[config.mk]
export PLATFORM = sky130hd
export DESIGN_NAME = fpu_core
export DESIGN_NICKNAME = d
export VERILOG_FILES = /design/src/rtl/fpu_core.sv
export SDC_FILE = /design/constraint.sdc
export NUM_CORES = 1
export LEC_CHECK = 0
export BUFFER_PORTS_ARGS = -buffer_cell sky130_fd_sc_hd__clkbuf_2
export CORE_MARGIN = 4
export CORE_UTILIZATION = 44
export CTS_BUF_LIST = sky130_fd_sc_hd__clkbuf_8
export CTS_CLUSTER_SIZE = 40
export DETAILED_ROUTE_END_ITERATION = 8
export PLACE_DENSITY = 0.58
export SLEW_MARGIN = 20
export SYNTH_ARGS = -nofsm -noshare
export SYNTH_HDL_FRONTEND = slang
export SYNTH_SLANG_ARGS = --single-unit
[constraint.sdc]
create_clock -name clk -period 0.8 [get_ports clk]
set_input_delay 0.16 -clock clk [delete_from_list [all_inputs] [get_ports clk]]
set_output_delay 0.16 -clock clk [all_outputs]
set_load 0.05 [all_outputs]
[src/rtl/fpu_core.sv]
// Single-cycle binary16 add/sub/mul with registered result and IEEE flags.
// Define FPU_RNE_EN for round-to-nearest-even; otherwise results truncate toward zero.
module fpu_core (
  input  logic        clk,
  input  logic        reset,
  input  logic [15:0] opA,
  input  logic [15:0] opB,
  input  logic [1:0]  op,
  output logic [15:0] result,
  output logic        overflow,
  output logic        underflow,
  output logic        inexact
);

  typedef enum logic [1:0] {
    OP_ADD = 2'b00,
    OP_SUB = 2'b01,
    OP_MUL = 2'b10,
    OP_RSV = 2'b11
  } op_e;

  localparam logic [15:0] QNAN = 16'h7E00;

  logic [15:0] result_d, result_q;
  logic        overflow_d, overflow_q;
  logic        underflow_d, underflow_q;
  logic        inexact_d, inexact_q;

  logic              sa, sb, ps;
  logic [4:0]        ea, eb;
  logic [9:0]        fa, fb;
  logic              a_nan, b_nan, a_inf, b_inf, a_zero, b_zero;
  logic [10:0]       ma, mb;
  logic              swap, big_s;
  logic [4:0]        big_e, sml_e, d;
  logic [10:0]       big_m, sml_m;
  logic [13:0]       sml_x, aligned, mask, sml_al;
  logic [14:0]       sum;
  logic [3:0]        lz;
  logic [21:0]       prod;
  logic              do_round, r_sign, rnd_up;
  logic signed [7:0] r_exp, r_exp2;
  logic [13:0]       r_norm;
  logic [11:0]       rnd;

  always_comb begin
    result_d    = '0;
    overflow_d  = 1'b0;
    underflow_d = 1'b0;
    inexact_d   = 1'b0;
    sa     = opA[15];
    sb     = opB[15] ^ (op_e'(op) == OP_SUB);
    ps     = opA[15] ^ opB[15];
    ea     = opA[14:10];
    eb     = opB[14:10];
    fa     = opA[9:0];
    fb     = opB[9:0];
    a_nan  = (ea == 5'h1F) && (fa != '0);
    b_nan  = (eb == 5'h1F) && (fb != '0);
    a_inf  = (ea == 5'h1F) && (fa == '0);
    b_inf  = (eb == 5'h1F) && (fb == '0);
    a_zero = (ea == '0);
    b_zero = (eb == '0);
    ma     = {1'b1, fa};
    mb     = {1'b1, fb};
    swap     = 1'b0;
    big_s    = 1'b0;
    big_e    = '0;
    sml_e    = '0;
    big_m    = '0;
    sml_m    = '0;
    d        = '0;
    sml_x    = '0;
    aligned  = '0;
    mask     = '0;
    sml_al   = '0;
    sum      = '0;
    lz       = '0;
    prod     = '0;
    do_round = 1'b0;
    r_sign   = 1'b0;
    r_exp    = '0;
    r_exp2   = '0;
    r_norm   = '0;
    rnd_up   = 1'b0;
    rnd      = '0;

    case (op_e'(op))
      OP_ADD, OP_SUB: begin
        if (a_nan || b_nan || (a_inf && b_inf && (sa != sb))) begin
          result_d = QNAN;
        end else if (a_inf) begin
          result_d = {sa, 5'h1F, 10'h000};
        end else if (b_inf) begin
          result_d = {sb, 5'h1F, 10'h000};
        end else if (a_zero && b_zero) begin
          result_d = {sa & sb, 15'h0000};
        end else if (a_zero) begin
          result_d = {sb, opB[14:0]};
        end else if (b_zero) begin
          result_d = opA;
        end else begin
          swap   = opB[14:0] > opA[14:0];
          big_s  = swap ? sb : sa;
          big_e  = swap ? eb : ea;
          sml_e  = swap ? ea : eb;
          big_m  = swap ? mb : ma;
          sml_m  = swap ? ma : mb;
          d      = big_e - sml_e;
          // Three extra low bits act as guard/round/sticky; shifted-out bits fold into the LSB.
          sml_x   = {sml_m, 3'b000};
          aligned = sml_x >> d;
          mask    = (14'd1 << d) - 14'd1;
          sml_al  = {aligned[13:1], aligned[0] | (|(sml_x & mask))};
          if (sa == sb) sum = {1'b0, big_m, 3'b000} + {1'b0, sml_al};
          else          sum = {1'b0, big_m, 3'b000} - {1'b0, sml_al};
          if (sum == '0) begin
            result_d = '0;
          end else begin
            do_round = 1'b1;
            r_sign   = big_s;
            if (sum[14]) begin
              r_norm = {sum[14:2], sum[1] | sum[0]};
              r_exp  = 8'(big_e) + 8'sd1;
            end else begin
              for (int unsigned i = 0; i < 14; i++)
                if (sum[i]) lz = 4'(13 - i);
              r_norm = sum[13:0] << lz;
              r_exp  = 8'(big_e) - 8'(lz);
            end
          end
        end
      end
      OP_MUL: begin
        if (a_nan || b_nan || (a_inf && b_zero) || (b_inf && a_zero)) begin
          result_d = QNAN;
        end else if (a_inf || b_inf) begin
          result_d = {ps, 5'h1F, 10'h000};
        end else if (a_zero || b_zero) begin
          result_d = {ps, 15'h0000};
        end else begin
          do_round = 1'b1;
          r_sign   = ps;
          prod     = ma * mb;
          if (prod[21]) begin
            r_norm = {prod[21:9], |prod[8:0]};
            r_exp  = 8'(ea) + 8'(eb) - 8'sd14;
          end else begin
            r_norm = {prod[20:8], |prod[7:0]};
            r_exp  = 8'(ea) + 8'(eb) - 8'sd15;
          end
        end
      end
      default: ;
    endcase

    if (do_round) begin
      inexact_d = |r_norm[2:0];
`ifdef FPU_RNE_EN
      rnd_up = r_norm[2] & ((|r_norm[1:0]) | r_norm[3]);
`else
      rnd_up = 1'b0;
`endif
      rnd    = {1'b0, r_norm[13:3]} + 12'(rnd_up);
      r_exp2 = rnd[11] ? r_exp + 8'sd1 : r_exp;
      // Underflow judges the exact (pre-rounding) exponent.
      if (r_exp < 8'sd1) begin
        result_d    = {r_sign, 15'h0000};
        underflow_d = 1'b1;
        inexact_d   = 1'b1;
      end else if (r_exp2 > 8'sd30) begin
`ifdef FPU_RNE_EN
        result_d = {r_sign, 5'h1F, 10'h000};
`else
        result_d = {r_sign, 15'h7BFF};
`endif
        overflow_d = 1'b1;
        inexact_d  = 1'b1;
      end else begin
        result_d = {r_sign, r_exp2[4:0], rnd[11] ? rnd[10:1] : rnd[9:0]};
      end
    end
  end

  always_ff @(posedge clk or negedge reset) begin
    if (!reset) begin
      result_q    <= '0;
      overflow_q  <= 1'b0;
      underflow_q <= 1'b0;
      inexact_q   <= 1'b0;
    end else begin
      result_q    <= result_d;
      overflow_q  <= overflow_d;
      underflow_q <= underflow_d;
      inexact_q   <= inexact_d;
    end
  end

  assign result    = result_q;
  assign overflow  = overflow_q;
  assign underflow = underflow_q;
  assign inexact   = inexact_q;

endmodule

# Word-level counts from Yosys, hierarchy flattened
# Cells that the tools add are included.
[word_totals]
regBits = 19
latchBits = 0
mem_bits_rw = 0
mem_bits_ro = 0
inputBits = 36
out_inout_bits = 19
word_cells = 165
mem_count = 0
[classes]
n_addsub = 9
mul = 1
div_mod_pow = 0
n_lt_le_gt_ge = 3
eq_ne = 6
n_shift = 3
muxes = 105
bitwise = 6
reduce_logical = 28
[op_table]
columns = ["cell", "count"]
rows = [
  ["$mux W16", 10],
  ["$mux W13", 12],
  ["$mux W15", 10],
  ["$mux W8", 12],
  ["$mux W4", 23],
  ["$pmux W16 S2", 1],
  ["$mux W1", 29],
  ["$pmux W13 S2", 1],
  ["$mul A11 B11 Y22", 1],
  ["$logic_not A10 Y1", 2],
  ["$mux W10", 2],
  ["$reduce_bool A10 Y1", 2],
  ["$pmux W8 S2", 1],
  ["$add A14 B14 Y15", 1],
  ["$gt A15 B15 Y1", 1],
  ["$logic_not A15 Y1", 1],
  ["$sub A14 B14 Y15", 1],
  ["$and A14 B14 Y14", 1],
  ["$reduce_or A14 Y1", 1],
  ["$shl A1 B5 Y14 const A", 1],
  ["$shl A14 B4 Y13", 1],
  ["$shr A14 B5 Y14", 1],
  ["$sub A14 B1 Y14 const B", 1],
  ["$eq A5 B5 Y1 const B", 2],
  ["25 further kinds", 43],
]

# Logic depth before layout (Yosys ltp)
# Gate-level depths: netlist of run 1.
[logic_depth]
word_depth = 54
depth_mapped = 48

# Least setup slack after synthesis of run 1
# No wires, ideal clock.
[synth_timing]
path_kind = "input -> register"
startpoint = "input port opB[0]"
endpoint = "register inexact_q, in the netlist inexact"
setup_time_ps = 137
arrival_ps = 9595
slack_ps = -8932
path_stages = 46
path_buffers = 3
cell_sequence = "clkbuf_1 clkinv_1 ha_1 and3_1 or4b_4 o211a_4 nor2_4 a31oi_2 ha_1 clkbuf_1 clkbuf_1 mux4_2 or3_1 a21o_1 inv_1 ha_1 fa_1 nor2b_1 [... 10 more ...] a21oi_1 a2111o_1 nand2_1 inv_2 ha_1 fa_1 nor2b_1 o21ai_0 nand2b_1 nor2_1 o2111ai_1 nand2_1 a221oi_1 o21ai_0 or4_4 a21o_1 a2111oi_2 o22ai_1"
[synth_between]
elab_chain_cells = 54
[synth_lines]
columns = ["item", "line_no", "source"]
rows = [
  ["start: declaration", "7", "input logic [15:0] opB,"],
  ["$gt A15 B15 Y1", "103", "swap = opB[14:0] > opA[14:0];"],
  ["$mux W5, on equally long branches", "105, 106", ""],
  ["$sub A5 B5 Y5", "109", "d = big_e - sml_e;"],
  ["$shl A1 B5 Y14", "113", "mask = (14'd1 << d) - 14'd1;"],
  ["$sub A14 B1 Y14", "113", ""],
  ["$and A14 B14 Y14", "114", "sml_al = {aligned[13:1], aligned[0] | (|(sml_x & mask))};"],
  ["$reduce_or A14 Y1", "114", ""],
  ["$or A1 B1 Y1", "114", ""],
  ["[... 39 more ...]", "--", ""],
  ["$mux W8 / $mux W13 (equally long branches)", "92", "end else if (a_inf) begin"],
  ["$mux W8 / $mux W13 (equally long branches)", "90", "if (a_nan || b_nan || (a_inf && b_inf && (sa != sb))) begin"],
  ["$pmux W8 S2 / $pmux W13 S2 (equally long branches)", "88", "case (op_e'(op))"],
  ["$gt A8 B6 Y1 / $reduce_or A3 Y1 (equally long branches)", "171, 158", ""],
  ["$mux W1", "171", "end else if (r_exp2 > 8'sd30) begin"],
  ["$mux W1", "167", "if (r_exp < 8'sd1) begin"],
  ["$mux W1 (*)", "157", "if (do_round) begin"],
  ["net inexact_d", "27", "logic inexact_d, inexact_q;"],
  ["end signal: assignment", "195", "inexact_q <= inexact_d;"],
  ["end: declaration", "27", ""],
]
# The timed path passes the listed nets; every way through them passes the cells marked *. The select of a mux whose other input is x is not followed.

# Final worst setup path of run 1
[layout_timing]
startpoint = "input port opA[6]"
endpoint = "register result_q[9], in the netlist result[9]"
[layout_between]
elab_chain_cells = 54
[layout_lines]
columns = ["item", "line_no", "source"]
rows = [
  ["start: declaration", "6", "input logic [15:0] opA,"],
  ["$gt A15 B15 Y1", "103", ""],
  ["$mux W5, on equally long branches", "105, 106", ""],
  ["$sub A5 B5 Y5", "109", ""],
  ["$shl A1 B5 Y14", "113", ""],
  ["$sub A14 B1 Y14", "113", ""],
  ["$and A14 B14 Y14", "114", ""],
  ["$reduce_or A14 Y1", "114", ""],
  ["$or A1 B1 Y1", "114", ""],
  ["[... 39 more ...]", "--", ""],
  ["$mux W8", "92", ""],
  ["$mux W8", "90", ""],
  ["$pmux W8 S2", "88", ""],
  ["$gt A8 B6 Y1", "171", ""],
  ["$mux W15", "171", ""],
  ["$mux W15", "167", ""],
  ["$mux W16 (*)", "157", ""],
  ["net result_d[9]", "24", "logic [15:0] result_d, result_q;"],
  ["end signal: assignment", "192", "result_q <= result_d;"],
  ["end: declaration", "24", ""],
]
# Marked as above.

==> metrics.csv, run 1 <==
metric,value,unit
antenna_found_initial,0,
final_nets,2067,
synth_nets,1607,
synth_compound_area_frac,0.276,
synth_top_area_share,0.157,
drc,0,
diodes,0,
finalHoldViolations,0,
cts_tree,built,
cp-start-kind,input port,
fillCellCount,2046,
violations,setup timing,
gr-total-overflow,0,
placementRows,56,
crit_fanout,8,
synth_top_family_by_area,adder cells,
synthCells,1369,
grt_max_degree,20,
root_buffer,clkbuf_8,
max_freq,120,MHz
io_buffers,54,
numCtsBuffers,3,
core,0.0235,mm2
rsz0062_at_grt,yes,
min_period,8350,ps
power_density,3270,mW/mm2
end_kind,register,
cp.required,910,ps
dr.pass1.iters,5,
io_pins,55,
syn_to_final_growth,47.1,%
fin_crit_sh,10.4,
clk_pin_slew,70,ps
ys_seq_area_frac,0.0449,
die_w,163,um
critPathKind,in2reg,
cp_slowest_cell,or4_4,
synthArstFlopShare,1.00,
place_congestion,0.989,
cts_htree_levels,1,
grt_pass1_wl,63900,um
drv_cap,0,
syn_area,0.0106,mm2
via_per_inst,5.74,
final_common_cell,buf_4,
slew_violations,0,
hold_slack,376,ps
first_iter_violations,1038,
grt_usage,0.298,
layout_common_cells,"452 x buf_4, 124 x inv_1, 114 x nand2_1",
yosysTopAreaCell,fa_1,
hold_path_class,in2async,
ys.flop_type,dfrtp_1,
synthAdderAreaFrac,0.298,
first_global_vias,12200,
initial_core_util,0.450,
yosysUniqueCellTypes,114,
routedWlPerCell,19.0,um
critPathMaxStageDelay,560,ps
syn_avg_cell_area,7.73,um2
synth_xor_area_frac,0.0290,
yosys.area_share.simple,0.225,
stdcell_count,2147,
status,"finished, violations left",
die_area,0.0266,mm2
antenna_left,0,
ir_drop,0.00269,V
cts_sinks,19,
synth_warnings,0,
worstPathArrival,8460,ps
dp.cells,2099,
ys_seq_elements,19,
worst_pin_slew,717,ps
power,0.0509,W
vias,12300,
dpl.hpwl,32600,um
drive_gt1_frac,0.382,
slew_headroom,0.517,
synth_edf_count,0,
setup_viol,38,
p_leak,7.42,nW
ys_top_cells_by_area,"fa_1 16%, ha_1 14%, inv_1 4.8%",
muxShareOfSynthArea,0.0499,
dieHeight,163,um
wl,40700,um
setup_slack,-7550,ps
clockBufferDepth,2,
[per-layer routing]
layer,share of wire,GRT usage,up-vias
met5,0,0,-
met4,0.035,0.0926,0
met3,0.072,0.0310,92
met2,0.45,0.476,521
met1,0.45,0.426,5865
li1,-,-,5850
[synth_stat cells, drive strengths merged (15+ instances only)]
master,instances
mux2i,28
xnor2,26
buf,20
dfrtp,19
a211oi,22
a31oi,16
clkbuf,47
inv,139
nor2,111
nor3,36
o21ai,77
a21o,22
a21oi,85
and2,53
nand2,117
o211ai,19
fa,83
ha,119
a22oi,15
nand3,44
[cell type report]
cell class | count | area (um2) | area share
inverters | 141 | 542 | 0.0348
clock inverters | 1 | 3.75 | 0.000241
clock buffers | 3 | 41.3 | 0.00265
flip-flops and latches | 19 | 475 | 0.0305
well taps | 319 | 399 | 0.0256
multi-input cells | 1142 | 9980 | 0.641
repair buffers | 522 | 4130 | 0.265
[through the flow]
step | TNS, ps | util | worst slack (ps) | area (um2)
CTS | -141480 | 0.640 | -7500 | 15100
floorplan | -143320 | - | -7760 | 10900
global route | -149220 | 0.662 | -7900 | 15600
finish | -142530 | 0.662 | -7550 | 15600
global placement | -146750 | 0.610 | -7950 | 14400
detailed placement | -148490 | 0.610 | -8040 | 14400
[power by group]
part | total [W] | internal, W | switching (W)
clock | 0.000633 | 0.000341 | 0.000291
combinational | 0.0485 | 0.0237 | 0.0249
sequential | 0.00176 | 0.00142 | 0.000338
total | 0.0509 | 0.0254 | 0.0255
[sequential cells by signal, indices dropped and copies added (netlist names)]
name / cells
overflow: 1
inexact: 1
result: 16
underflow: 1
[repair_timing]
action,4_1_cts,5_1_grt
endpoints found under the hold margin,19,0
resized for setup,98,100
pin swaps,45,65
setup buffers,24,21
endpoints found under the setup margin,38,38
hold buffers,1,0
[path summary, 6_finish.rpt]
path | start | end | slack [ps] | cells after the start
setup / recovery | opA[6] | result[9] | -7550 | 48
hold / removal | reset | result[13] | 380 | 2
max in group asynchronous | reset | result[14] | 120 | 2
min in group clk | opA[15] | result[15] | 470 | 5
[logic make-up after synthesis]
logic type | after synthesis
AO/OA/AOI/OAI | 398
AND/OR/NAND/NOR | 462
XOR/XNOR | 35
adder cells (fa/ha/maj) | 202
multiplexers | 45
flip-flops | 19
buffers and inverters | 208
[critical path: cells and delay by family]
kind | cells | cell delay (ps)
AO/OA/AOI/OAI | 20 | 3630
AND/OR/NAND/NOR | 13 | 2130
adder cells (fa/ha/maj) | 5 | 1290
buffers and inverters | 9 | 1100
multiplexers | 1 | 160
Power figures use the tool's default switching activity.
==> inputs of run 2 (changes only) <==
REMOVE_ABC_BUFFERS = 1   (was default)
SETUP_SLACK_MARGIN = 0.5   (was default)
==> run 2 against run 1 <==
Net effect:
- the run ends with hold timing, setup timing left
- setup slack worse by 15 ps
- final cell count down 0.75%
- fmax down 0.18%
- critical path depth unchanged
- clock-buffer cell count unchanged
- clock power about the same
- non-clock buffer count down 16
- via count down 0.16%
- die area unchanged
- sequential power down 2%
- critical path type unchanged
- critical endpoint is now inexact
==> metrics.csv, run 2 (synthesized netlist as in run 1, its figures left out) <==
metric,value,unit,change
clockBufferDepth,2,,unchanged
cp-start-kind,input port,,
setup_viol,38,,unchanged
via_per_inst,5.78,,+0.59%
wl,41500,um,+1.8%
place_area,0.0141,mm2,-1.9%
drc,0,,unchanged
grt_usage,0.307,,+0.00824
dpl.hpwl,33000,um,+1.1%
cts_sinks,19,,unchanged
largest_reg_flops,16,,unchanged
top_layer,met4,,
cts_tree,built,,
dr.pass1.iters,5,,unchanged
post-route-util,0.656,,-0.00563
worstPathArrival,8490,ps,+30 ps
rsz0062_at_grt,yes,,
drive_gt1_frac,0.375,,-0.00711
die_area,0.0266,mm2,unchanged
cp.required,920,ps,about the same
io_pins,55,,unchanged
cp_slowest_cell,or4_4,,
p_leak,7.35,nW,-0.95%
final_common_cell,buf_4,,
drv_cap,0,,unchanged
core,0.0235,mm2,unchanged
initial_core_util,0.450,,unchanged
placementRows,56,,unchanged
max_freq,120,MHz,-0.18%
final_nets,2051,,-0.77%
grt_pass1_wl,65900,um,+3.1%
crit_path_start,opA[14],,
slew_headroom,0.378,,-0.139
multi_input_area,0.00997,mm2,-0.10%
layout_common_cells,"438 x buf_4, 125 x inv_1, 115 x nand2_1",,
antenna_left,0,,unchanged
syn_to_final_growth,45.9,%,
hold_slack,-158,ps,-533 ps
first_iter_violations,834,,-20%
status,"finished, violations left",,
setup_slack,-7560,ps,-15.2 ps
worst_pin_slew,925,ps,+209 ps
critPathMaxStageDelay,540,ps,-20 ps
cts_htree_levels,1,,unchanged
fin_crit_sh,10.5,,+0.0190
antenna_found_initial,0,,unchanged
routedWlPerCell,19.5,um,+2.6%
clk_pin_slew,70,ps,about the same
die_w,163,um,unchanged
diodes,0,,unchanged
vias,12300,,-0.16%
finalHoldViolations,19,,+19
design_area,0.0154,mm2,-0.85%
io_buffers,54,,unchanged
slew_violations,0,,unchanged
violations,"hold timing, setup timing",,
gr-total-overflow,0,,unchanged
end_kind,register,,
first_global_vias,12300,,+1.2%
numCtsBuffers,3,,unchanged
fillCellCount,2124,,+3.8%
root_buffer,clkbuf_8,,
m1WireLength,18000,um,-0.50%
dr_wl_met3,2860,um,-2.4%
hold_path_class,in2async,,
min_period,8360,ps,+15.2 ps
grt_max_degree,20,,unchanged
seq_area,475,um2,unchanged
power_density,3320,mW/mm2,+1.6%
ir_drop,0.00365,V,+35%
place_congestion,0.949,,-4.1%
dieHeight,163,um,unchanged
critPathKind,in2reg,,
met2WireLength,19500,um,+6.8%
crit_fanout,5,,-3
[run 2: per-stage QoR]
step / setup TNS [ps] / setup WS (ps) / hold WS, ps / total power [W] / instances
after floorplan: -166860 / -9070 / -136 / 0.0271 / 1302
after global placement: -153840 / -8320 / 126 / 0.0454 / 2090
after global routing: -150990 / -7970 / -130 / 0.0553 / 2131
after CTS: -142320 / -7530 / -146 / 0.0488 / 2111
after detailed placement: -155140 / -8420 / 128 / 0.0459 / 2090
final: -143320 / -7560 / -158 / 0.0513 / 2131
[run 2: repair_timing]
item | 4_1_cts | 5_1_grt
pin swaps | 41 | 35
gates resized for setup | 123 | 109
endpoints found under the hold margin | 19 | 19
endpoints found under the setup margin | 38 | 38
buffers inserted | 17 | 20
[run 2: worst paths after layout]
kind / depth (start not counted) / to
max in group asynchronous: 1 / result[14]
setup / recovery: 48 / inexact
hold / removal: 1 / result[1]
min in group clk: 4 / result[15]
[run 2: where the power goes]
group	total [W]	switching, W	internal [W]
Clock	0.000633	0.000293	0.000341
Sequential	0.00172	0.000310	0.00141
Combinational	0.0490	0.0254	0.0236
[run 2: final cells by class]
type,count,share of cell area
Clock inverter,1,0.000243
Timing Repair Buffer,506,0.260
Tap cell,319,0.0258
Multi-Input combinational cell,1142,0.646
Sequential cell,19,0.0308
Inverter,141,0.0346
Clock buffer,3,0.00267
[run 2: layer usage]
metal / GRT usage / up-vias
met3: 0.0358 / 71
met4: 0.0667 / 0
met2: 0.513 / 461
met1: 0.428 / 5956
met5: 0 / -
li1: - / 5820
[run 2: critical path, delay by kind of cell]
kind | cells | cell delay (ps)
compound gates | 24 | 4210
simple gates | 11 | 1700
mux | 1 | 260
buf+inv | 7 | 710
fa+ha+maj | 5 | 1460
==> inputs of run 3 (changes only) <==
CTS_BUF_LIST = sky130_fd_sc_hd__clkbuf_16   (was sky130_fd_sc_hd__clkbuf_8)
==> run 3 against run 2 <==
Net effect:
- the run still ends with hold timing, setup timing left
- non-clock buffer count is 1 lower
- worst hold slack improved by 21 ps
- via count increased by 1.1%
- combinational power about the same
- sequential power barely moved
- global-route usage increased by 0.14 points
- sequential cell count is the same
- critical path depth down 1
- setup slack worse by 120 ps
- critical path type unchanged
- highest routed layer unchanged
==> metrics.csv, run 3 (synthesized netlist as in run 1, its figures left out) <==
metric,value,unit,change
cp_slowest_cell,or4b_4,,
dr.pass1.iters,5,,unchanged
crit_buf_inv,8,,+1
worst_pin_slew,689,ps,-236 ps
cts_htree_levels,1,,unchanged
first_iter_violations,882,,+5.8%
wl,41900,um,+0.94%
grt_max_degree,20,,unchanged
rsz0062_at_grt,yes,,
antenna_left,0,,unchanged
cp.required,920,ps,about the same
cts_sinks,19,,unchanged
grt_pass1_wl,66100,um,+0.32%
io_pins,55,,unchanged
clockBufferDepth,2,,unchanged
fin_crit_sh,10.6,,+0.146
dpl.hpwl,33000,um,unchanged
slew_headroom,0.537,,+0.159
tns,-143570,ps,-248 ps
drive_gt1_frac,0.375,,about the same
routedWlPerCell,19.6,um,+0.99%
first_global_vias,12400,,+0.50%
min_period,8480,ps,+117 ps
setup_slack,-7680,ps,-117 ps
ir_drop,0.00282,V,-23%
worstPathArrival,8600,ps,+110 ps
use_met3,0.0328,,-0.00303
die_area,0.0266,mm2,unchanged
largest_reg_flops,16,,unchanged
met1_usage,0.429,,+0.00108
post-route-util,0.656,,about the same
numCtsBuffers,3,,unchanged
crit_fanout,5,,unchanged
placementRows,56,,unchanged
stdcell_count,2130,,-0.047%
diodes,0,,unchanged
max_freq,118,MHz,-1.4%
finalHoldViolations,19,,unchanged
cp-endpoint,inexact,,
final_nets,2050,,-0.049%
drc,0,,unchanged
io_buffers,54,,unchanged
p_leak,7.38,nW,+0.35%
hold_slack,-137,ps,+20.5 ps
status,"finished, violations left",,
syn_to_final_growth,45.8,%,about the same
drv_cap,0,,unchanged
initial_core_util,0.450,,unchanged
dp.cells,2090,,unchanged
via_per_inst,5.84,,+1.2%
cts_tree,built,,
violations,"hold timing, setup timing",,
cp-start-kind,input port,,
place_congestion,0.949,,unchanged
layout_common_cells,"437 x buf_4, 126 x inv_1, 115 x nand2_1",,
final_common_cell,buf_4,,
end_kind,register,,
die_w,163,um,unchanged
root_buffer,clkbuf_16,,
gr-total-overflow,0,,unchanged
crit_path_start,opA[4],,
grt_busiest_layer,met2,,
clk_pin_slew,50,ps,-20 ps
grt_usage,0.308,,+0.00136
antenna_found_initial,0,,unchanged
fillCellCount,2118,,-0.28%
grtUsageMet2,0.512,,-0.000755
dieHeight,163,um,unchanged
critPathKind,in2reg,,
vias,12400,,+1.1%
power,0.0517,W,+0.65%
worst-path-stages,47,,-2.1%
critPathMaxStageDelay,600,ps,+60 ps
hold_path_class,in2async,,
cpLargestDelayFamily,compound AO/OA/AOI/OAI gates,,
setup_viol,38,,unchanged
power_density,3350,mW/mm2,+0.70%
slew_violations,0,,unchanged
core,0.0235,mm2,unchanged
==> run 3: cell types whose count changed in the layout (fill, tap and decap cells not counted), sizes merged <==
cell,delta
clkbuf,+1
buf,-2
==> run 3: cell type report <==
type | instances | area, um2 | area share
Clock inverter | 1 | 3.75 | 0.000243
Inverter | 141 | 534 | 0.0346
Tap cell | 319 | 399 | 0.0259
Multi-Input combinational cell | 1142 | 9950 | 0.645
Timing Repair Buffer | 505 | 4000 | 0.259
Clock buffer | 3 | 75.1 | 0.00486
Sequential cell | 19 | 475 | 0.0308
==> run 3: worst min-delay path by stage <==
stage	startpoint	endpoint	slack (ps)
after floorplan	reset	inexact	-140
after global routing	reset	result[1]	-110
after CTS	reset	result[1]	-130
after global placement	reset	result[2]	130
after detailed placement	reset	result[1]	130
final	reset	result[1]	-140
==> run 3: power breakdown <==
part	leakage, nW	internal [W]	switching (W)	total [W]
Clock	0.0423	0.000665	0.000352	0.00102
Combinational	7.10	0.0234	0.0255	0.0489
Sequential	0.232	0.00142	0.000316	0.00173
==> run 3: what timing repair did <==
| action | CTS | global route |
|---|---|---|
| buffers inserted | 17 | 19 |
| pin swaps | 42 | 53 |
| endpoints found under the setup margin | 38 | 38 |
| gates resized for setup | 125 | 108 |
| endpoints found under the hold margin | 19 | 19 |
==> run 3: per-stage QoR <==
stage / setup WS (ps) / instance area, um2
after floorplan: -9070 / 10300
after global placement: -8320 / 14100
after detailed placement: -8420 / 14100
after CTS: -7540 / 14800
after global routing: -8040 / 15400
final: -7680 / 15400
==> run 3: per-layer routing <==
| metal | share of wire | vias to the layer above |
|---|---|---|
| met2 | 0.47 | 511 |
| met1 | 0.43 | 6028 |
| li1 | - | 5820 |
| met4 | 0.031 | 0 |
| met3 | 0.070 | 88 |
| met5 | 0 | - |
